$ cat config.mk
export PLATFORM = sky130hd
export DESIGN_NAME = mul_div_unit_flat
export DESIGN_NICKNAME = d
export VERILOG_FILES = /design/src/rtl/mdu_pkg.sv /design/src/rtl/mul_div_unit_if.sv /design/src/rtl/mdu_div_step.sv /design/src/rtl/mul_div_unit.sv /design/src/flat_wrapper.sv
export SDC_FILE = /design/constraint.sdc
export NUM_CORES = 1
export LEC_CHECK = 0
export CAP_MARGIN = 40
export CELL_PAD_IN_SITES_DETAIL_PLACEMENT = 1
export CELL_PAD_IN_SITES_GLOBAL_PLACEMENT = 2
export CORE_ASPECT_RATIO = 1.25
export CORE_MARGIN = 2
export CORE_UTILIZATION = 34
export CTS_CLUSTER_DIAMETER = 50
export DETAILED_ROUTE_END_ITERATION = 10
export PLACE_DENSITY = 0.78
export SLEW_MARGIN = 20
export SYNTH_ARGS = -nofsm -noshare
export SYNTH_HDL_FRONTEND = slang
export SYNTH_HIERARCHICAL = 1
export SYNTH_SLANG_ARGS = --single-unit
$ cat constraint.sdc
create_clock -name clk -period 3.69 [get_ports clk]
set_clock_uncertainty 0.15 [all_clocks]
set_input_delay 0.369 -clock clk [delete_from_list [all_inputs] [get_ports clk]]
set_output_delay 0.369 -clock clk [all_outputs]
set_load 0.05 [all_outputs]
$ cat src/rtl/mdu_pkg.sv
//============================================================================
// Module      : mdu_pkg
// Description : Shared definitions for the MIPS32 multiply/divide unit:
//               op encodings, FSM state type and counter width helper.
// Revision    : 1.0 - initial release
//============================================================================
`default_nettype none

package mdu_pkg;

  // Op encodings driven by decode; 3'b11x is a no-op.
  localparam logic [2:0] MDU_OP_MULT  = 3'b000;
  localparam logic [2:0] MDU_OP_MULTU = 3'b001;
  localparam logic [2:0] MDU_OP_DIV   = 3'b010;
  localparam logic [2:0] MDU_OP_DIVU  = 3'b011;
  localparam logic [2:0] MDU_OP_MTHI  = 3'b100;
  localparam logic [2:0] MDU_OP_MTLO  = 3'b101;

  typedef enum logic [1:0] {
    ST_IDLE = 2'd0,
    ST_MUL  = 2'd1,
    ST_DIV  = 2'd2,
    ST_FIX  = 2'd3
  } mdu_state_t;

  // Iteration counter width: enough to count 0 .. width-1.
  function automatic int mdu_cnt_w(input int width);
    return (width > 1) ? $clog2(width) : 1;
  endfunction

endpackage

`default_nettype wire

$ cat src/rtl/mul_div_unit_if.sv
//============================================================================
// Module      : mul_div_unit_if
// Description : Request/result bundle between decode/EX and the mul/div unit.
//   start, op, src_a, src_b, flush : request side (master drives)
//   busy, done, hi, lo             : status and HI/LO (slave drives)
// Revision    : 1.0 - initial release
//============================================================================
`default_nettype none

interface mul_div_unit_if #(
  parameter int WIDTH = 32
);
  logic             start;
  logic [2:0]       op;
  logic [WIDTH-1:0] src_a;
  logic [WIDTH-1:0] src_b;
  logic             flush;
  logic             busy;
  logic             done;
  logic [WIDTH-1:0] hi;
  logic [WIDTH-1:0] lo;

  modport master (
    output start, op, src_a, src_b, flush,
    input  busy, done, hi, lo
  );

  modport slave (
    input  start, op, src_a, src_b, flush,
    output busy, done, hi, lo
  );
endinterface

`default_nettype wire

$ cat src/rtl/mdu_div_step.sv
//============================================================================
// Module      : mdu_div_step
// Description : One combinational restoring-division step. Shifts the next
//               dividend bit (quo MSB) into the partial remainder, trial
//               subtracts the divisor and shifts the quotient bit into quo.
//   rem, quo, divisor : current partial remainder / dividend-quotient / divisor
//   rem_nxt, quo_nxt  : values after this step
// Revision    : 1.0 - initial release
//============================================================================
`default_nettype none

module mdu_div_step #(
  parameter int WIDTH = 32
) (
  input  logic [WIDTH-1:0] rem,
  input  logic [WIDTH-1:0] quo,
  input  logic [WIDTH-1:0] divisor,
  output logic [WIDTH-1:0] rem_nxt,
  output logic [WIDTH-1:0] quo_nxt
);

  logic [WIDTH:0] shifted;
  logic [WIDTH:0] diff;
  logic           fits;
  logic           unused_diff_msb;

  assign shifted = {rem, quo[WIDTH-1]};
  assign fits    = (shifted >= {1'b0, divisor});
  assign diff    = shifted - {1'b0, divisor};

  // When the subtract fits, the result is below the divisor so its MSB is 0.
  assign unused_diff_msb = diff[WIDTH];

  assign rem_nxt = fits ? diff[WIDTH-1:0] : shifted[WIDTH-1:0];
  assign quo_nxt = {quo[WIDTH-2:0], fits};

endmodule

`default_nettype wire

$ cat src/rtl/mul_div_unit.sv
//============================================================================
// Module      : mul_div_unit
// Description : Multi-cycle MIPS32 multiply/divide unit owning HI/LO.
//               MULT/MULTU: shift-add, DIV/DIVU: restoring, WIDTH iterations
//               plus one sign-fix cycle. MTHI/MTLO write in one cycle.
//   clk, rst : clock, synchronous active-high reset
//   md       : slave side of mul_div_unit_if (start/op/src_a/src_b/flush in,
//              busy/done/hi/lo out)
// Config      : MDU_FAST_MUL_EN - single-cycle multiply (divide unchanged)
// Revision    : 1.0 - initial release
//============================================================================
`default_nettype none

module mul_div_unit
  import mdu_pkg::*;
#(
  parameter int               WIDTH      = 32,
  parameter logic [WIDTH-1:0] HILO_RESET = '0
) (
  input  logic         clk,
  input  logic         rst,
  mul_div_unit_if.slave md
);

  localparam int             CNT_W     = mdu_cnt_w(WIDTH);
  localparam logic [CNT_W-1:0] LAST_ITER = CNT_W'(WIDTH - 1);

`ifdef MDU_FAST_MUL_EN
  localparam logic FAST_MUL = 1'b1;
`else
  localparam logic FAST_MUL = 1'b0;
`endif

  mdu_state_t       state, state_nxt;
  logic [CNT_W-1:0] cnt;
  logic [WIDTH-1:0] acc;     // product high half / partial remainder
  logic [WIDTH-1:0] shf;     // multiplier->product low / dividend->quotient
  logic [WIDTH-1:0] opnd;    // multiplicand / divisor magnitude
  logic [WIDTH-1:0] hi_q, lo_q;
  logic             a_neg, b_neg, is_div, done_q;

  logic             busy, accept, signed_op, is_mul_op, is_div_op;
  logic             a_sgn, b_sgn;
  logic [WIDTH-1:0] mag_a, mag_b;
  logic [WIDTH:0]   mul_sum;
  logic [WIDTH-1:0] rem_nxt, quo_nxt;
  logic [2*WIDTH-1:0] prod_fix;
  logic [WIDTH-1:0] quo_fix, rem_fix;

  assign busy      = (state != ST_IDLE);
  assign accept    = md.start & ~busy & ~md.flush;
  assign is_mul_op = (md.op == MDU_OP_MULT) || (md.op == MDU_OP_MULTU);
  assign is_div_op = (md.op == MDU_OP_DIV)  || (md.op == MDU_OP_DIVU);
  assign signed_op = (md.op == MDU_OP_MULT) || (md.op == MDU_OP_DIV);
  assign a_sgn     = signed_op & md.src_a[WIDTH-1];
  assign b_sgn     = signed_op & md.src_b[WIDTH-1];
  assign mag_a     = a_sgn ? -md.src_a : md.src_a;
  assign mag_b     = b_sgn ? -md.src_b : md.src_b;

`ifdef MDU_FAST_MUL_EN
  // Sign-extending to 2*WIDTH makes one unsigned multiply serve both flavours.
  logic [2*WIDTH-1:0] ext_a, ext_b, fast_prod;
  assign ext_a     = {{WIDTH{a_sgn}}, md.src_a};
  assign ext_b     = {{WIDTH{b_sgn}}, md.src_b};
  assign fast_prod = ext_a * ext_b;
`endif

  // Shift-add: add multiplicand when the current multiplier LSB is set.
  assign mul_sum = {1'b0, acc} + (shf[0] ? {1'b0, opnd} : {(WIDTH+1){1'b0}});

  mdu_div_step #(.WIDTH(WIDTH)) u_div_step (
    .rem     (acc),
    .quo     (shf),
    .divisor (opnd),
    .rem_nxt (rem_nxt),
    .quo_nxt (quo_nxt)
  );

  // Sign fix. Division by zero leaves rem == |dividend|, so rem_fix already
  // reproduces the latched dividend; only the quotient must be forced.
  assign prod_fix = (a_neg ^ b_neg) ? -{acc, shf} : {acc, shf};
  assign rem_fix  = a_neg ? -acc : acc;
  assign quo_fix  = (opnd == '0) ? {WIDTH{1'b1}} :
                    ((a_neg ^ b_neg) ? -shf : shf);

  always_ff @(posedge clk) begin
    if (rst) begin
      state <= ST_IDLE;
    end else begin
      state <= state_nxt;
    end
  end

  always_comb begin
    state_nxt = state;
    case (state)
      ST_IDLE: begin
        if (accept) begin
          if (is_div_op) begin
            state_nxt = ST_DIV;
          end else if (is_mul_op && !FAST_MUL) begin
            state_nxt = ST_MUL;
          end
        end
      end
      ST_MUL, ST_DIV: begin
        if (cnt == LAST_ITER) begin
          state_nxt = ST_FIX;
        end
      end
      ST_FIX:  state_nxt = ST_IDLE;
      default: state_nxt = ST_IDLE;
    endcase
    if (md.flush) begin
      state_nxt = ST_IDLE;
    end
  end

  always_ff @(posedge clk) begin
    if (rst) begin
      cnt    <= '0;
      acc    <= '0;
      shf    <= '0;
      opnd   <= '0;
      a_neg  <= 1'b0;
      b_neg  <= 1'b0;
      is_div <= 1'b0;
      done_q <= 1'b0;
      hi_q   <= HILO_RESET;
      lo_q   <= HILO_RESET;
    end else begin
      done_q <= 1'b0;
      case (state)
        ST_IDLE: begin
          if (accept) begin
            cnt    <= '0;
            acc    <= '0;
            a_neg  <= a_sgn;
            b_neg  <= b_sgn;
            is_div <= is_div_op;
            shf    <= is_div_op ? mag_a : mag_b;
            opnd   <= is_div_op ? mag_b : mag_a;
            case (md.op)
              MDU_OP_MTHI: begin
                hi_q   <= md.src_a;
                done_q <= 1'b1;
              end
              MDU_OP_MTLO: begin
                lo_q   <= md.src_a;
                done_q <= 1'b1;
              end
`ifdef MDU_FAST_MUL_EN
              MDU_OP_MULT, MDU_OP_MULTU: begin
                {hi_q, lo_q} <= fast_prod;
                done_q       <= 1'b1;
              end
`endif
              default: ;
            endcase
          end
        end
        ST_MUL: begin
          if (!md.flush) begin
            {acc, shf} <= {mul_sum, shf[WIDTH-1:1]};
            cnt        <= (cnt == LAST_ITER) ? '0 : cnt + 1'b1;
          end
        end
        ST_DIV: begin
          if (!md.flush) begin
            acc <= rem_nxt;
            shf <= quo_nxt;
            cnt <= (cnt == LAST_ITER) ? '0 : cnt + 1'b1;
          end
        end
        ST_FIX: begin
          if (!md.flush) begin
            if (is_div) begin
              hi_q <= rem_fix;
              lo_q <= quo_fix;
            end else begin
              {hi_q, lo_q} <= prod_fix;
            end
            done_q <= 1'b1;
          end
        end
        default: ;
      endcase
    end
  end

  assign md.busy = busy;
  assign md.done = done_q;
  assign md.hi   = hi_q;
  assign md.lo   = lo_q;

endmodule

`default_nettype wire

$ cat src/flat_wrapper.sv
// flat-port wrapper written by rule: the top's interface ports become plain ports
module mul_div_unit_flat import mdu_pkg::*;
#(
  parameter int               WIDTH      = 32,
  parameter logic [WIDTH-1:0] HILO_RESET = '0
)
  (clk, rst, md_start, md_op, md_src_a, md_src_b, md_flush, md_busy, md_done, md_hi, md_lo);
  mul_div_unit_if #(.WIDTH(WIDTH)) md_i ();
  input  logic clk;
  input  logic rst;
  input wire logic [$bits(md_i.start)-1:0] md_start;
  input wire logic [$bits(md_i.op)-1:0] md_op;
  input wire logic [$bits(md_i.src_a)-1:0] md_src_a;
  input wire logic [$bits(md_i.src_b)-1:0] md_src_b;
  input wire logic [$bits(md_i.flush)-1:0] md_flush;
  output wire logic [$bits(md_i.busy)-1:0] md_busy;
  output wire logic [$bits(md_i.done)-1:0] md_done;
  output wire logic [$bits(md_i.hi)-1:0] md_hi;
  output wire logic [$bits(md_i.lo)-1:0] md_lo;
  assign md_i.start = md_start;
  assign md_i.op = md_op;
  assign md_i.src_a = md_src_a;
  assign md_i.src_b = md_src_b;
  assign md_i.flush = md_flush;
  assign md_busy = md_i.busy;
  assign md_done = md_i.done;
  assign md_hi = md_i.hi;
  assign md_lo = md_i.lo;
  mul_div_unit #(.WIDTH(WIDTH), .HILO_RESET(HILO_RESET)) u_core (.clk(clk), .rst(rst), .md(md_i));
endmodule
Yosys cells after proc, flatten, opt, wreduce, memory -nomap -nowiden
Cells that the tools add are included.
{"block": "totals", "register_bits": 171, "latchBits": 0, "mem_bits_rw": 0, "rom_bits": 0, "input_bits": 71, "out_inout_bits": 66, "word_cells": 105, "n_memories": 0}
{"block": "op_classes", "n_addsub": 8, "mul": 0, "div": 0, "n_lt_le_gt_ge": 1, "eq_ne": 18, "shifts": 0, "n_mux": 41, "bitwise_logic": 7, "n_reduce_logical": 19}
{"operator": "$mux W32", "count": 23}
{"operator": "$pmux W32 S3", "count": 2}
{"operator": "$neg A32 Y32", "count": 4}
{"operator": "$pmux W32 S2", "count": 2}
{"operator": "$mux W64", "count": 1}
{"operator": "$neg A64 Y64", "count": 1}
{"operator": "$add A32 B32 Y33", "count": 1}
{"operator": "$ge A33 B32 Y1", "count": 1}
{"operator": "$logic_not A32 Y1", "count": 1}
{"operator": "$sub A32 B32 Y32", "count": 1}
{"operator": "$mux W5", "count": 3}
{"operator": "$reduce_and A4 Y1", "count": 3}
{"operator": "$pmux W5 S2", "count": 1}
{"operator": "$mux W2", "count": 4}
{"operator": "$ne A2 B1 Y1 const B", "count": 4}
{"operator": "$ne A2 B2 Y1 const B", "count": 4}
{"operator": "$eq A3 B2 Y1 const B", "count": 2}
{"operator": "$eq A3 B3 Y1 const B", "count": 2}
{"operator": "$pmux W2 S3", "count": 1}
{"operator": "$reduce_and A3 Y1", "count": 2}
{"operator": "$reduce_bool A2 Y1", "count": 3}
{"operator": "$reduce_or A2 Y1", "count": 3}
{"operator": "$add A5 B1 Y5 const B", "count": 1}
{"operator": "$eq A5 B5 Y1 const B", "count": 1}
{"operator": "other kinds (14)", "count": 23}

Depth between registers and ports, before layout
Gate-level depths: netlist of run 1.
{"block": "logic_depth", "word_depth": 7, "depth_mapped": 18, "mapped_depth_nobuf": 16}

By module
Netlist of run 1, hierarchy kept.
{"module": "mul_div_unit", "instances": 1, "cells_each": 1795, "area_per_inst_um2": 12964.9, "seq_area_each_um2": 3423.3}
{"module": "mdu_div_step", "instances": 1, "cells_each": 355, "area_per_inst_um2": 2571.2, "seq_area_each_um2": 0.0}

Worst setup path before layout of run 1
Ideal clock, no wire load.
{"block": "synth_path", "path_kind": "register -> register", "start": "register u_core.acc[6]", "end": "register u_core.acc[23]", "setup_ns": 0.120, "arrival_ns": 3.122, "required_ns": 3.420, "slack_ns": 0.299, "stages_incl_launch_ff": 16, "n_path_buf": 2, "synth_period_minus_slack_ns": 3.391, "cell_sequence": "dfxtp_1 ha_1 a21oi_2 a211oi_1 or3_4 nor4b_4 o21ai_2 a31oi_4 o21a_4 inv_2 buf_6 buf_12 mux2_4 nand3_1 a21oi_1 a211o_1"}
{"block": "synth_between", "elab_chain_cells": 4, "word_cells_on_any_way": 7, "cone_classes": "add/sub: 2; order compare: 1; mux: 4"}
{"element": "start, declared", "line": "mul_div_unit.sv:36", "source": "logic [WIDTH-1:0] acc;"}
{"element": "start signal, assigned", "line": "mul_div_unit.sv:164", "source": "{acc, shf} <= {mul_sum, shf[WIDTH-1:1]};"}
{"element": "start signal, assigned", "line": "mul_div_unit.sv:170", "source": "acc <= rem_nxt;"}
{"element": "$ge A33 B32 Y1", "line": "mdu_div_step.sv:28", "source": "assign fits = (shifted >= {1'b0, divisor});"}
{"element": "named net u_core.u_div_step.fits", "line": "mdu_div_step.sv:24", "source": "logic fits;"}
{"element": "$mux W32", "line": "mdu_div_step.sv:34", "source": "assign rem_nxt = fits ? diff[WIDTH-1:0] : shifted[WIDTH-1:0];"}
{"element": "named net u_core.rem_nxt[23]", "line": "mul_div_unit.sv:46", "source": "logic [WIDTH-1:0] rem_nxt, quo_nxt;"}
{"element": "$mux W32", "line": "mul_div_unit.sv:169", "source": "if (!md.flush) begin"}
{"element": "$pmux W32 S3", "line": "mul_div_unit.sv:133", "source": "case (state)"}
The timed path passes the listed nets, and every way through them passes these cells. The select of a mux whose other input is x is not followed.
A chain may end at the register's enable or synchronous reset.

Worst setup path after layout of run 1
{"block": "layout_path", "start": "register u_core.shf[0]", "end": "register u_core.acc[28]"}
{"block": "layout_between", "elab_chain_cells": 4}
{"element": "start, declared", "line": "mul_div_unit.sv:37", "source": "logic [WIDTH-1:0] shf;"}
{"element": "start signal, assigned", "line": "mul_div_unit.sv:141", "source": "shf <= is_div_op ? mag_a : mag_b;"}
{"element": "start signal, assigned", "line": "mul_div_unit.sv:164"}
{"element": "start signal, assigned", "line": "mul_div_unit.sv:171", "source": "shf <= quo_nxt;"}
{"element": "$mux W32", "line": "mul_div_unit.sv:69", "source": "assign mul_sum = {1'b0, acc} + (shf[0] ? {1'b0, opnd} : {(WIDTH+1){1'b0}});"}
{"element": "$add A32 B32 Y33", "line": "mul_div_unit.sv:69"}
{"element": "$mux W32", "line": "mul_div_unit.sv:163", "source": "if (!md.flush) begin"}
{"element": "$pmux W32 S3", "line": "mul_div_unit.sv:133"}
Every way passes these cells. The select of a mux whose other input is x is not followed.

==> impl_metrics.yaml, run 1 <==
outcome:
  outcome: "finished, final reports clean"
timing:
  timing.max_slew.rel_slack_pct: 48.4
  post-route-period-util_pct: 97.0
  max_slew.worst_pin.slew_ns: 0.767
  timing.fmax_mhz: 279
  final_period_minus_worst_setup_slack_ns: 3.58
  report.final.slew_viol_count: 0
  worst_hold_margin_ns: 0.142
  final-hold-violation-count: 0
  worst_path_setup_slack_after_routing_ns: 0.112
  finalSetupViolCount: 0
logic_synthesis:
  synth_simple_gate_area_share_pct: 23.8
  synthesis.nets: 2298
  netlist_area_um2: 15500
  synth-main-ff-cell: "sky130_fd_sc_hd__dfxtp_1"
  synth-edff-count: 0
  combinational_family_with_the_most_area_after_synthesis: "compound AO/OA/AOI/OAI gates"
  synthXorXnorAreaFrac_pct: 9.36
  synthMuxAreaShare_pct: 3.41
  async_flop_share_pct: 0
  synth-compound-area-share_pct: 28.2
  synthesis.area_per_instance_um2: 7.23
  number_of_unique_standard_cell_types_used_by_synthesis: 85
  syn-instance-count: 2150
  synth_adder_area_share_pct: 6.30
  number_of_warning_messages_in_the_yosys_log: 6
  ys_seq_elements: 171
  seq_area_frac_synth_pct: 22.0
hold_path:
  hp-start: "rst"
  hold_path_class: "in2reg"
  hold_end: "u_core/acc[9]"
  hold_depth: 2
setup_path:
  end_kind: "flip-flop"
  criticalPathCategory: "reg2reg"
  critical_path.max_fanout: 10
  ff2ff_path_depth: 15
  worstReg2RegEnd: "u_core/acc[28]"
  reg2reg_from: "u_core/shf[0]"
  worst_ep_required_ns: 3.86
  reg2reg_setup_slack_ns: 0.11
  cp-start-kind: "flip-flop"
  worstPathArrival_ns: 3.75
grt:
  grt_antenna_before_repair: 0
  track_usage_pct: 30.9
  grt_max_degree: 69
  grt_pass1_wl_um: 111000
  grt_pass1_vias: 17800
  gr-total-overflow: 0
clocking:
  cts_tree: "done"
  cts_max_path_buffers: 2
  cts.reportedPaths.clkPinSlew_ns: 0.08
  worst_skew_pair.late_latency_ns: 0.48
  cts_sinks: 171
  cts_htree_levels: 4
  cts_inserted_buffers: 17
  clock-root-buffer: "sky130_fd_sc_hd__clkbuf_16"
  post_cts_hold_buffer_count: 0
power:
  internal_power_uw: 3490
  clock_power_share_pct: 32.6
  leakagePower_uw: 0.00767
  pwr-share-comb_pct: 31.1
  power_switching_uw: 2000
  power-per-cell-area_nw_per_um2: 287
  seq_power_share_pct: 36.3
  vdd_drop_max_uv: 376
  power_switching_share_pct: 36.4
cells_and_area:
  seqCellArea_um2: 3430
  drive_gt1_share_pct: 14.1
  final_common_cell: "sky130_fd_sc_hd__nand2_1"
  nNetsFinal: 2491
  layout.cells.most_common_list: "sky130_fd_sc_hd__nand2_1, sky130_fd_sc_hd__a21oi_1, sky130_fd_sc_hd__buf_4"
  antennaDiodeCount: 0
  areaGrowthSynthToFinish_pct: 23.0
  n_fill_cell: 5597
  multiInputGateArea_um2: 11200
detailed_routing:
  post_route_antenna_net_violation_count: 0
  via_per_inst: 5.92
  first_iter_violations: 1147
  routed-via-count: 17300
  wire_per_inst_um: 25.2
  routed_wl_um: 74000
  detailedRoute.firstPassIterationCount: 5
  drcViolationCount: 0
floorplanning:
  initial_utilization_pct: 34.5
  fp.coreArea_um2: 45100
  pin_count: 137
  die-area_um2: 47400
  die_height_um: 243
  die_x_um: 195
  placement_rows: 87
placement:
  preCtsSetupSlack_ns: -0.0931
  port_buffers: 136
  routabilityCongestion: 0.967
  hpwl_um: 59600
job:
  max_cap_violations: 0
metal layers:
layer	share of wire, %	global-route usage [%]	routed length (um)	vias to the layer above
met5	0	0	0	-
met4	6.8	19.3	5030	0
met2	49	54.0	36300	490
li1	-	-	-	8122
met3	3.6	2.96	2670	174
met1	40	36.2	30000	8559
worst max path at each step:
stage                                from               to  slack [ns]  cells after the start
final                       u_core/shf[0]   u_core/acc[28]        0.11                     15
after global routing      u_core/opnd[12]   u_core/acc[31]       -0.02                     16
after CTS                   u_core/shf[0]   u_core/acc[30]        0.03                     13
after detailed placement    u_core/shf[0]   u_core/acc[30]       -0.09                     13
after global placement        md_src_b[0]  u_core/opnd[26]       -0.02                     10
after floorplan             u_core/acc[6]   u_core/acc[23]        0.30                     15
power groups by stage:
| stage | clock network [uW] | logic (uW) | registers [uW] |
|---|---|---|---|
| floorplan | 0 | 930 | 2040 |
| detailed placement | 0 | 1650 | 2030 |
| global route | 1890 | 1820 | 1990 |
| global placement | 0 | 1640 | 2030 |
| CTS | 1820 | 1660 | 1980 |
| finish | 1790 | 1710 | 1990 |
state kept, by name (all words and copies together) (netlist names):
signal and cells:
u_core/state 2, u_core/b_neg 1, u_core/shf 32, u_core/opnd 32, u_core/md.hi 32, u_core/acc 32, u_core/md.lo 32, u_core/cnt 5
u_core/md.done 1, u_core/a_neg 1, u_core/is_div 1
cells by family (layout without fill, tap and decap cells):
logic type               Yosys count  after routing
multiplexers                      46             46
adder cells (fa/ha/maj)           77             77
AND/OR/NAND/NOR                  757            757
XOR/XNOR                         166            166
buffers and inverters            245            449
flip-flops                       171            171
AO/OA/AOI/OAI                    688            688
metrics by stage:
stage / power [uW] / util [%] / cell area (um2) / instances / TNS [ns]
after floorplan: 2970 / - / 15500 / 2150 / 0
after global placement: 3660 / 40.9 / 18400 / 2897 / -0.0228
after detailed placement: 3680 / 40.9 / 18400 / 2898 / -0.409
after CTS: 5470 / 42.1 / 19000 / 2928 / 0
after global routing: 5700 / 42.4 / 19100 / 2932 / -0.0378
final: 5480 / 42.4 / 19100 / 2932 / 0
what timing repair did:
action / CTS / global route
pin swaps: 0 / 7
resized for setup: 2 / 17
setup endpoints to repair: 13 / 25
buffers inserted: 0 / 3
synthesized netlist by cell type, drive strengths merged, types with 33 or more instances:
cell | number | area [um2]
a21o | 33 | 248
buf | 54 | 355
nand3 | 52 | 260
inv | 73 | 274
xnor2 | 92 | 806
nor3 | 46 | 245
nand2 | 273 | 1030
ha | 75 | 938
dfxtp | 171 | 3420
nor2 | 168 | 631
o21ai | 129 | 649
and2 | 41 | 257
a21oi | 248 | 1250
clkbuf | 118 | 443
xor2 | 74 | 648
worst max-delay path, cell delays in order, from the launching register on:
cell and delay [ns]:
sky130_fd_sc_hd__dfxtp_1 0.35, sky130_fd_sc_hd__buf_4 0.15, sky130_fd_sc_hd__buf_4 0.16, sky130_fd_sc_hd__and2_1 0.16, sky130_fd_sc_hd__ha_1 0.32, sky130_fd_sc_hd__buf_4 0.14, sky130_fd_sc_hd__o21ai_0 0.09, sky130_fd_sc_hd__a21oi_1 0.32
sky130_fd_sc_hd__a211oi_1 0.16, sky130_fd_sc_hd__o21ai_0 0.40, sky130_fd_sc_hd__a31oi_1 0.14, sky130_fd_sc_hd__buf_4 0.18, sky130_fd_sc_hd__o21ai_0 0.32, sky130_fd_sc_hd__buf_4 0.18, sky130_fd_sc_hd__xnor2_1 0.11, sky130_fd_sc_hd__o22ai_1 0.10
layout make-up:
class / instances / area share [%]
multi-input combinational: 1734 / 58.4
inverter: 73 / 1.45
timing repair buffer: 346 / 15.6
clock buffer: 19 / 2.37
tap: 578 / 3.79
clock inverter: 11 / 0.465
sequential: 171 / 17.9
Power figures use the tool's default switching activity.
==> run 2, diff against run 1 <==
Settings changed: GPL_ROUTABILITY_DRIVEN from default to 0, PLACE_DENSITY 0.78 to default, PLACE_DENSITY_LB_ADDON from default to 0.1.
==> run 2 against run 1 <==
Compared with the run above:
- worst hold slack better by 0.15 ns
- worst setup slack improved by 0.020 ns
- maximum frequency rose by 0.56%
- cell count decreased by 0.17%
- first-iteration DRC count down 11%
- core utilization up 0.34 points
- via count is 1.1% lower
- die area is the same
- sequential share of layout area is 0.11 points lower
- critical endpoint is now u_core/acc[30]
==> impl_metrics.yaml, run 2 (same netlist as run 1, synthesis figures left out) <==
clocking:
  worst_skew_pair.late_latency_ns: 0.48
  cts_sinks: 171
  cts_htree_levels: 4
  cts_inserted_buffers: 17
  cts_max_path_buffers: 2
  cts_tree: "done"
  cts.reportedPaths.clkPinSlew_ns: 0.08
  clock-root-buffer: "sky130_fd_sc_hd__clkbuf_16"
power:
  power_switching_uw: 2060
  vdd_drop_max_uv: 350
  leakagePower_uw: 0.00772
  power_switching_share_pct: 36.3
  pwr-share-comb_pct: 30.0
  internal_power_uw: 3610
  finalPower_uw: 5660
  seq_power_share_pct: 35.2
  clock_power_share_pct: 34.8
  power-per-cell-area_nw_per_um2: 294
grt:
  grt_pass1_wl_um: 112000
  grt_max_degree: 145
  gr-total-overflow: 0
  grt_antenna_before_repair: 0
  grt_pass1_vias: 17700
  track_usage_pct: 31.2
floorplanning:
  fp.coreArea_um2: 45100
  initial_utilization_pct: 34.5
  pin_count: 137
  die_height_um: 243
  placement_rows: 87
  die-area_um2: 47400
  die_x_um: 195
setup_path:
  cp-start-kind: "flip-flop"
  worstPathArrival_ns: 3.79
  reg2reg_setup_slack_ns: 0.13
  crit_start: "u_core/shf[31]"
  reg2reg_from: "u_core/shf[31]"
  worst_setup_path_endpoint: "u_core/acc[30]"
  end_kind: "flip-flop"
  worst_ep_required_ns: 3.92
  worstReg2RegEnd: "u_core/acc[30]"
  ff2ff_path_depth: 15
  criticalPathCategory: "reg2reg"
  critical_path.max_fanout: 3
timing:
  setup-tns-final_ns: 0
  final_period_minus_worst_setup_slack_ns: 3.56
  final-hold-violation-count: 0
  timing.fmax_mhz: 281
  report.final.slew_viol_count: 0
  finalSetupViolCount: 0
  post-route-period-util_pct: 96.4
  unrepaired_setup_endpoints_after_global_routing: "false"
  timing.max_slew.rel_slack_pct: 44.5
  max_slew.worst_pin.slew_ns: 0.833
detailed_routing:
  routed_wl_um: 74700
  via_per_inst: 5.86
  routed-via-count: 17200
  post_route_antenna_net_violation_count: 0
  first_iter_violations: 1019
  detailedRoute.firstPassIterationCount: 5
  drcViolationCount: 0
  wire_per_inst_um: 25.5
cells_and_area:
  drive_gt1_share_pct: 14.5
  final_common_cell: "sky130_fd_sc_hd__nand2_1"
  nNetsFinal: 2484
  areaGrowthSynthToFinish_pct: 24.0
  layout.cells.most_common_list: "sky130_fd_sc_hd__nand2_1, sky130_fd_sc_hd__a21oi_1, sky130_fd_sc_hd__buf_4"
  antennaDiodeCount: 0
job:
  max_cap_violations: 0
hold_path:
  hold_path_class: "reg2reg"
outcome:
  outcome: "finished, final reports clean"
placement:
  port_buffers: 136
  hpwl_um: 59600
run 2: changes by cell type in the layout (fill, tap and decap cells not counted), sizes merged:
cell	previous run	this run
clkinvlp	5	2
inv	77	81
buf	211	203
bufinv	0	2
run 2: final cells by class:
cell class | instances | area (um2)
Clock buffer | 18 | 429
Multi-Input combinational cell | 1734 | 11200
Fill cell | 5646 | 25800
Clock inverter | 14 | 178
Timing Repair Buffer | 339 | 3000
Tap cell | 578 | 723
Inverter | 73 | 277
Sequential cell | 171 | 3430
run 2: routing by layer:
layer  GRT usage (%)  up-vias  share of wire, %
li1                -     8106                 -
met1            35.9     8499                40
met2            55.6      408                50
met3            3.95      145               3.6
met4            17.2        0               6.1
met5               0        -                 0
run 2: worst min path at each step:
stage                     start                to  cells past startpoint
5_1_grt        u_core/md.lo[12]  u_core/md.lo[12]                      2
2_1_floorplan     u_core/cnt[4]     u_core/cnt[4]                      2
3_5_place_dp   u_core/md.lo[12]  u_core/md.lo[12]                      2
6_report       u_core/md.lo[12]  u_core/md.lo[12]                      2
4_1_cts        u_core/md.lo[15]  u_core/md.lo[15]                      2
3_3_place_gp   u_core/md.lo[24]  u_core/md.lo[24]                      2
run 2: worst max-delay path, cell delays in order, from the launching register on:
cell and delay [ns]:
sky130_fd_sc_hd__dfxtp_1 0.33, sky130_fd_sc_hd__inv_1 0.08, sky130_fd_sc_hd__ha_1 0.25, sky130_fd_sc_hd__fa_2 0.37, sky130_fd_sc_hd__nor2b_1 0.16, sky130_fd_sc_hd__o31a_1 0.29
sky130_fd_sc_hd__o21ai_1 0.14, sky130_fd_sc_hd__o31ai_1 0.29, sky130_fd_sc_hd__buf_4 0.18, sky130_fd_sc_hd__a21oi_2 0.12, sky130_fd_sc_hd__or3b_2 0.50, sky130_fd_sc_hd__nand3_1 0.11
sky130_fd_sc_hd__mux2_4 0.14, sky130_fd_sc_hd__and3_1 0.15, sky130_fd_sc_hd__a21oi_1 0.05, sky130_fd_sc_hd__o22ai_1 0.17
run 2: through the flow:
stage	setup WS [ns]	utilization [%]	hold WS, ns	std cells	cell area (um2)
final	0.132	42.7	0.296	2927	19300
after detailed placement	-0.169	40.9	0.290	2889	18400
after CTS	0.00142	42.4	0.303	2923	19100
after floorplan	0.299	-	0.286	2150	15500
after global placement	-0.0472	40.9	0.281	2887	18400
after global routing	0.00259	42.7	0.317	2927	19300
run 2: power by group through the flow:
stage / registers, uW / logic, uW / clock network, uW
floorplan: 2040 / 930 / 0
global placement: 2030 / 1610 / 0
detailed placement: 2030 / 1630 / 0
CTS: 1990 / 1650 / 2010
global route: 2000 / 1810 / 2070
finish: 1990 / 1700 / 1970
run 2: what timing repair did:
action / CTS / global route
gates cloned: 0 / 1
setup endpoints to repair: 26 / 28
hold buffers: 0 / 0
gates resized for setup: 6 / 26
buffers inserted: 2 / 2
pin swaps: 2 / 6
